`config.mk`:
```
export PLATFORM = sky130hd
export DESIGN_NAME = usb_byte_fifo_flat
export DESIGN_NICKNAME = d
export VERILOG_FILES = /design/src/rtl/usb_byte_fifo_if.sv /design/src/rtl/usb_byte_fifo.sv /design/src/flat_wrapper.sv
export SDC_FILE = /design/constraint.sdc
export NUM_CORES = 1
export LEC_CHECK = 0
export BUFFER_PORTS_ARGS = -buffer_cell sky130_fd_sc_hd__buf_2
export CORE_MARGIN = 2
export CORE_UTILIZATION = 47
export DETAILED_ROUTE_END_ITERATION = 8
export GPL_ROUTABILITY_DRIVEN = 0
export GPL_TIMING_DRIVEN = 0
export PLACE_DENSITY = 0.61
export RECOVER_POWER = 100
export SKIP_CTS_REPAIR_TIMING = 1
export SKIP_LAST_GASP = 1
export SLEW_MARGIN = 10
export SYNTH_ARGS = -nofsm -noshare
export SYNTH_HDL_FRONTEND = slang
export SYNTH_SLANG_ARGS = --single-unit
```
`constraint.sdc`:
```
create_clock -name clk_i -period 11.45 [get_ports clk_i]
set_input_delay 0.5725 -clock clk_i [delete_from_list [all_inputs] [get_ports clk_i]]
set_output_delay 0.5725 -clock clk_i [all_outputs]
set_load 0.02 [all_outputs]
```
`src/rtl/usb_byte_fifo_if.sv`:
```
// Byte stream handshake: data qualified by valid, accepted when ready is high.
interface usb_byte_fifo_if;
  logic [7:0] data;
  logic       valid;
  logic       ready;

  // Producer side of the stream.
  modport master (output data, output valid, input ready);
  // Consumer side of the stream.
  modport slave (input data, input valid, output ready);
endinterface

```
`src/rtl/usb_byte_fifo.sv`:
```
// Synchronous first-word-fall-through byte FIFO with fill level, almost-full
// and sticky overflow flags. The head byte is kept in a register so that the
// read-side data is a clean flop output and holds while the FIFO is empty.
module usb_byte_fifo #(
  parameter  int DEPTH       = 16,
  parameter  int AFULL_LEVEL = 12,
  localparam int AW          = $clog2(DEPTH),
  localparam int LW          = AW + 1
) (
  input  logic              clk_i,
  input  logic              rst_i,
  input  logic              flush_i,
  usb_byte_fifo_if.slave    s_bus,
  usb_byte_fifo_if.master   m_bus,
  output logic [LW-1:0]     level_o,
  output logic              almost_full_o,
  output logic              overflow_o
);

  logic [7:0]    mem [DEPTH];
  logic [AW-1:0] rd_ptr, wr_ptr, rd_ptr_n;
  logic [LW-1:0] level, level_n;
  logic [7:0]    head, head_n;
  logic          ovf;
  logic          full, empty, push, pop;

  assign full  = (level == LW'(DEPTH));
  assign empty = (level == '0);

  // Write side never looks at the read side, so no ready-to-ready path.
  assign s_bus.ready = !full && !rst_i && !flush_i;
  assign m_bus.valid = !empty;
  assign m_bus.data  = head;

  assign push = s_bus.valid && s_bus.ready;
  assign pop  = m_bus.valid && m_bus.ready && !rst_i && !flush_i;

  assign level_o       = level;
  assign almost_full_o = (level >= LW'(AFULL_LEVEL));
  assign overflow_o    = ovf;

  // Next read pointer, level and head byte after this edge.
  always_comb begin
    rd_ptr_n = pop ? rd_ptr + AW'(1) : rd_ptr;
    level_n  = level;
    case ({push, pop})
      2'b10:   level_n = level + LW'(1);
      2'b01:   level_n = level - LW'(1);
      default: level_n = level;
    endcase
    // The new head is the incoming byte only when it lands exactly in the slot
    // the read pointer will point at (FIFO empty, or one entry being popped).
    head_n = head;
    if (level_n != '0) begin
      if (push && (wr_ptr == rd_ptr_n)) head_n = s_bus.data;
      else                              head_n = mem[rd_ptr_n];
    end
  end

  // Storage array; contents survive reset and flush.
  always_ff @(posedge clk_i) begin
    if (push) mem[wr_ptr] <= s_bus.data;
  end

  // Pointers, level, head register and sticky overflow.
  always_ff @(posedge clk_i) begin
    if (rst_i) begin
      rd_ptr <= '0;
      wr_ptr <= '0;
      level  <= '0;
      ovf    <= 1'b0;
      head   <= 8'h00;
    end else if (flush_i) begin
      rd_ptr <= '0;
      wr_ptr <= '0;
      level  <= '0;
      ovf    <= 1'b0;
    end else begin
      rd_ptr <= rd_ptr_n;
      if (push) wr_ptr <= wr_ptr + AW'(1);
      level <= level_n;
      head  <= head_n;
      if (s_bus.valid && full) ovf <= 1'b1;
    end
  end

endmodule
```
`src/flat_wrapper.sv`:
```
// flat-port wrapper written by rule: the top's interface ports become plain ports
module usb_byte_fifo_flat 
#(
  parameter  int DEPTH       = 16,
  parameter  int AFULL_LEVEL = 12,
  localparam int AW          = $clog2(DEPTH),
  localparam int LW          = AW + 1
)
  (clk_i, rst_i, flush_i, level_o, almost_full_o, overflow_o, s_bus_data, s_bus_valid, s_bus_ready, m_bus_data, m_bus_valid, m_bus_ready);
  usb_byte_fifo_if s_bus_i ();
  usb_byte_fifo_if m_bus_i ();
  input  logic clk_i;
  input  logic rst_i;
  input  logic flush_i;
  output logic [LW-1:0] level_o;
  output logic almost_full_o;
  output logic overflow_o;
  input wire logic [$bits(s_bus_i.data)-1:0] s_bus_data;
  input wire logic [$bits(s_bus_i.valid)-1:0] s_bus_valid;
  output wire logic [$bits(s_bus_i.ready)-1:0] s_bus_ready;
  output wire logic [$bits(m_bus_i.data)-1:0] m_bus_data;
  output wire logic [$bits(m_bus_i.valid)-1:0] m_bus_valid;
  input wire logic [$bits(m_bus_i.ready)-1:0] m_bus_ready;
  assign s_bus_i.data = s_bus_data;
  assign s_bus_i.valid = s_bus_valid;
  assign s_bus_ready = s_bus_i.ready;
  assign m_bus_data = m_bus_i.data;
  assign m_bus_valid = m_bus_i.valid;
  assign m_bus_i.ready = m_bus_ready;
  usb_byte_fifo #(.DEPTH(DEPTH), .AFULL_LEVEL(AFULL_LEVEL)) u_core (.clk_i(clk_i), .rst_i(rst_i), .flush_i(flush_i), .s_bus(s_bus_i), .m_bus(m_bus_i), .level_o(level_o), .almost_full_o(almost_full_o), .overflow_o(overflow_o));
endmodule
```
==> qor.yml <==
status:
  status: "complete, but fails checks"
  violations: "max-capacitance violations"
synth:
  synth_top_area_share: 0.584
  ys.warnings.count: 0
  ys.flop_type: "edfxtp_1"
  synth_seq_cells: 150
  synth_area_per_cell_sq_um: 14.9
  synthArstFlopShare: 0
  netlist_area_sq_mm: 0.00658
  synth_area_leaders: "edfxtp_1, mux2i_1, dfxtp_1"
  yosysUniqueCellTypes: 55
  yosysSeqAreaShare: 0.651
  syn_nets: 464
  synth_edf_count: 128
  synth_largest_area_cell: "edfxtp_1"
  netlist_instances: 443
drt:
  routed-wl-met2_um: 6920
  met3_length_um: 740
  drt_iter0_markers: 378
  vias: 3803
  vias_per_cell: 5.54
  drcViolationCount: 0
  drt_first_pass_iters: 5
  wl_met1_um: 6370
  avgRoutedWirePerCell_um: 20.8
  drtAntennaViolNets: 0
  wl_um: 14300
  topRoutingLayerUsed: "met4"
worst_setup_path:
  crit_start: "u_core.level_o[3]"
  critPathMaxStageDelay_ns: 0.92
  timing.rr.start: "u_core.level_o[3]"
  cp_max_fo: 10
  cp_common_cell: "clkbuf_1"
  cpLargestDelayFamily: "compound AO/OA/AOI/OAI gates"
  slowest_stage: "a21boi_0"
  cp_data_required_time_ns: 11.68
  crit_buf_inv: 5
  arrival_ns: 5.95
  start_kind: "flip-flop"
  crit_chain: "clkbuf_1 > or4_1 > o211a_1 > clkbuf_1 > inv_1 > ha_1 > clkbuf_1 > xor2_1 > ha_1 > a21oi_1 > or3b_2 > a31oi_1 > xnor2_1 > a41oi_1 > clkbuf_1 > a21boi_0 > a311oi_1"
  endpoint_kind: "flip-flop"
  crit_type: "flip-flop to flip-flop"
cells_and_area:
  diodes: 0
  register_area_sq_mm: 0.00428
  layout.nets: 515
  fin_area_sq_mm: 0.00745
  multi_input_area_sq_mm: 0.00207
  final_common_cell: "edfxtp_1"
  final_cell_mix: "edfxtp_1, mux2i_1, clkbuf_1"
  num-fill-cells: 1145
  drive_gt1_frac: 0.105
  area_growth_pct: 13.2
cts:
  insertion_delay_ns: 0.42
  clk_pin_slew_ns: 0.06
  cts_root_buf: "clkbuf_16"
  cts_inserted_buffers: 17
  clock-sinks: 150
  clock_path_buffers: 2
  cts_max_level: 4
  cts_tree: "yes"
floorplan:
  io_pins: 30
  die_y_um: 122
  initial_core_util: 0.478
  core-area_sq_mm: 0.0138
  die_w_um: 122
  placementRows: 43
  dieArea_sq_mm: 0.0150
sta:
  fin_crit_ns: 5.72
  fmax_ghz: 0.175
  maxSlewViolCount: 0
  fin_crit_sh: 0.499
  final.setup.tns_ns: 0
  worst_slew_pin_slew_ns: 1.48
  clock_skew_ns: 0.0146
  rsz0062_at_grt: "false"
  setup_viol: 0
  relSlewSlack: 0.00272
  finalHoldViolCount: 0
grt:
  grt_start_max_net_pins: 18
  grt_use_total: 0.202
  grt-ovfl-total: 0
  antenna_found_initial: 0
  grt_pass1_wl_um: 21400
  grt_pass1_vias: 3692
power:
  p_leak_nw: 2.75
  ir_drop_v: 0.000116
  p_per_area_mw_per_mm2: 158
worst_hold_path:
  hp-class: "input pin to flip-flop"
  holdCritStartpoint: "s_bus_valid"
placement:
  placed_area_sq_mm: 0.00699
  dpl.hpwl_um: 9270
  io_buffers: 29
flow_run:
  cap_violations: 1
[power breakdown]
part / switching [W] / leakage (nW) / internal [W]
combinational: 0.0000224 / 1.14 / 0.00000940
clock: 0.000207 / 0.278 / 0.000338
sequential: 0.00000154 / 1.33 / 0.000595
[state kept, by name (all words and copies together), names as in the netlist]
| name | flops |
|---|---|
| u_core.mem | 128 |
| u_core.m_bus.data | 8 |
| u_core.level_o | 5 |
| u_core.rd_ptr | 4 |
| u_core.wr_ptr | 4 |
| u_core.overflow_o | 1 |
[synthesized netlist by cell type, types with 2 or more instances]
library cell  number
xnor3_1            2
o2111ai_1          8
buf_6              2
buf_4              2
xnor2_1            5
nor3_1             4
edfxtp_1         128
nand2_1           43
nor2_1            28
inv_1              4
clkbuf_1          11
a211oi_1           2
nand3b_1          10
mux2i_1           65
nand2b_1          11
nand3_1           18
a311oi_1           8
a31oi_1            2
xor2_1             9
a21oi_1            7
ha_1               8
dfxtp_1           22
mux4_2             8
buf_2              5
[per-stage QoR]
stage / hold slack [ns] / cells / utilization / worst slack, ns / power [W]
after floorplan: 0.554 / 443 / - / 7.24 / 0.000624
after global placement: 0.442 / 652 / 0.505 / 6.46 / 0.000640
after detailed placement: 0.513 / 655 / 0.508 / 6.28 / 0.000641
after CTS: 0.448 / 686 / 0.549 / 6.61 / 0.00118
after global routing: 0.468 / 686 / 0.541 / 5.36 / 0.00120
final: 0.465 / 686 / 0.541 / 5.73 / 0.00117
[cell families (layout without fill, tap and decap cells)]
| logic type | after synthesis | in the layout | share of synthesized area |
|---|---|---|---|
| AOI/OAI and AO/OA | 40 | 40 | 0.0508 |
| muxes | 73 | 73 | 0.126 |
| xor gates and xnor gates | 19 | 19 | 0.0358 |
| buffers and inverters | 28 | 91 | 0.0270 |
| adders and majority gates | 8 | 8 | 0.0152 |
| DFF | 150 | 150 | 0.651 |
| and+or+nand+nor | 125 | 125 | 0.0938 |
[worst reg2reg max path: cells and delay by family, from the launching register on]
| family | cells | cell delay, ns |
|---|---|---|
| AO/OA/AOI/OAI | 6 | 1.95 |
| buffers and inverters | 5 | 1.48 |
| AND/OR/NAND/NOR | 2 | 1.06 |
| adder cells (fa/ha/maj) | 2 | 0.39 |
| XOR/XNOR | 2 | 0.33 |
| flip-flops | 1 | 0.31 |
[metal layers]
metal  GRT usage  vias to the layer above
li1            -                     1785
met1       0.267                     1889
met2       0.331                      108
met3      0.0474                       21
met4      0.0682                        0
met5           0                        -
[worst paths after layout]
kind                            depth (start not counted)  slack [ns]                   end
worst min register to register                          2        0.53     u_core.overflow_o
worst max-delay path                                   17        5.73  u_core.m_bus.data[1]
worst max register to register                         17        5.73  u_core.m_bus.data[1]
worst min-delay path                                    3        0.47     u_core.overflow_o
[area by class of cell]
cell class                      count  area share
Sequential cell                   150       0.575
Multi-Input combinational cell    265       0.278
Clock buffer                       20      0.0586
Tap cell                          180      0.0302
Buffer                             24      0.0210
Clock inverter                     11      0.0180
Timing Repair Buffer               32      0.0168
Inverter                            4     0.00202
Note: power is estimated with default switching activity, not from simulation.
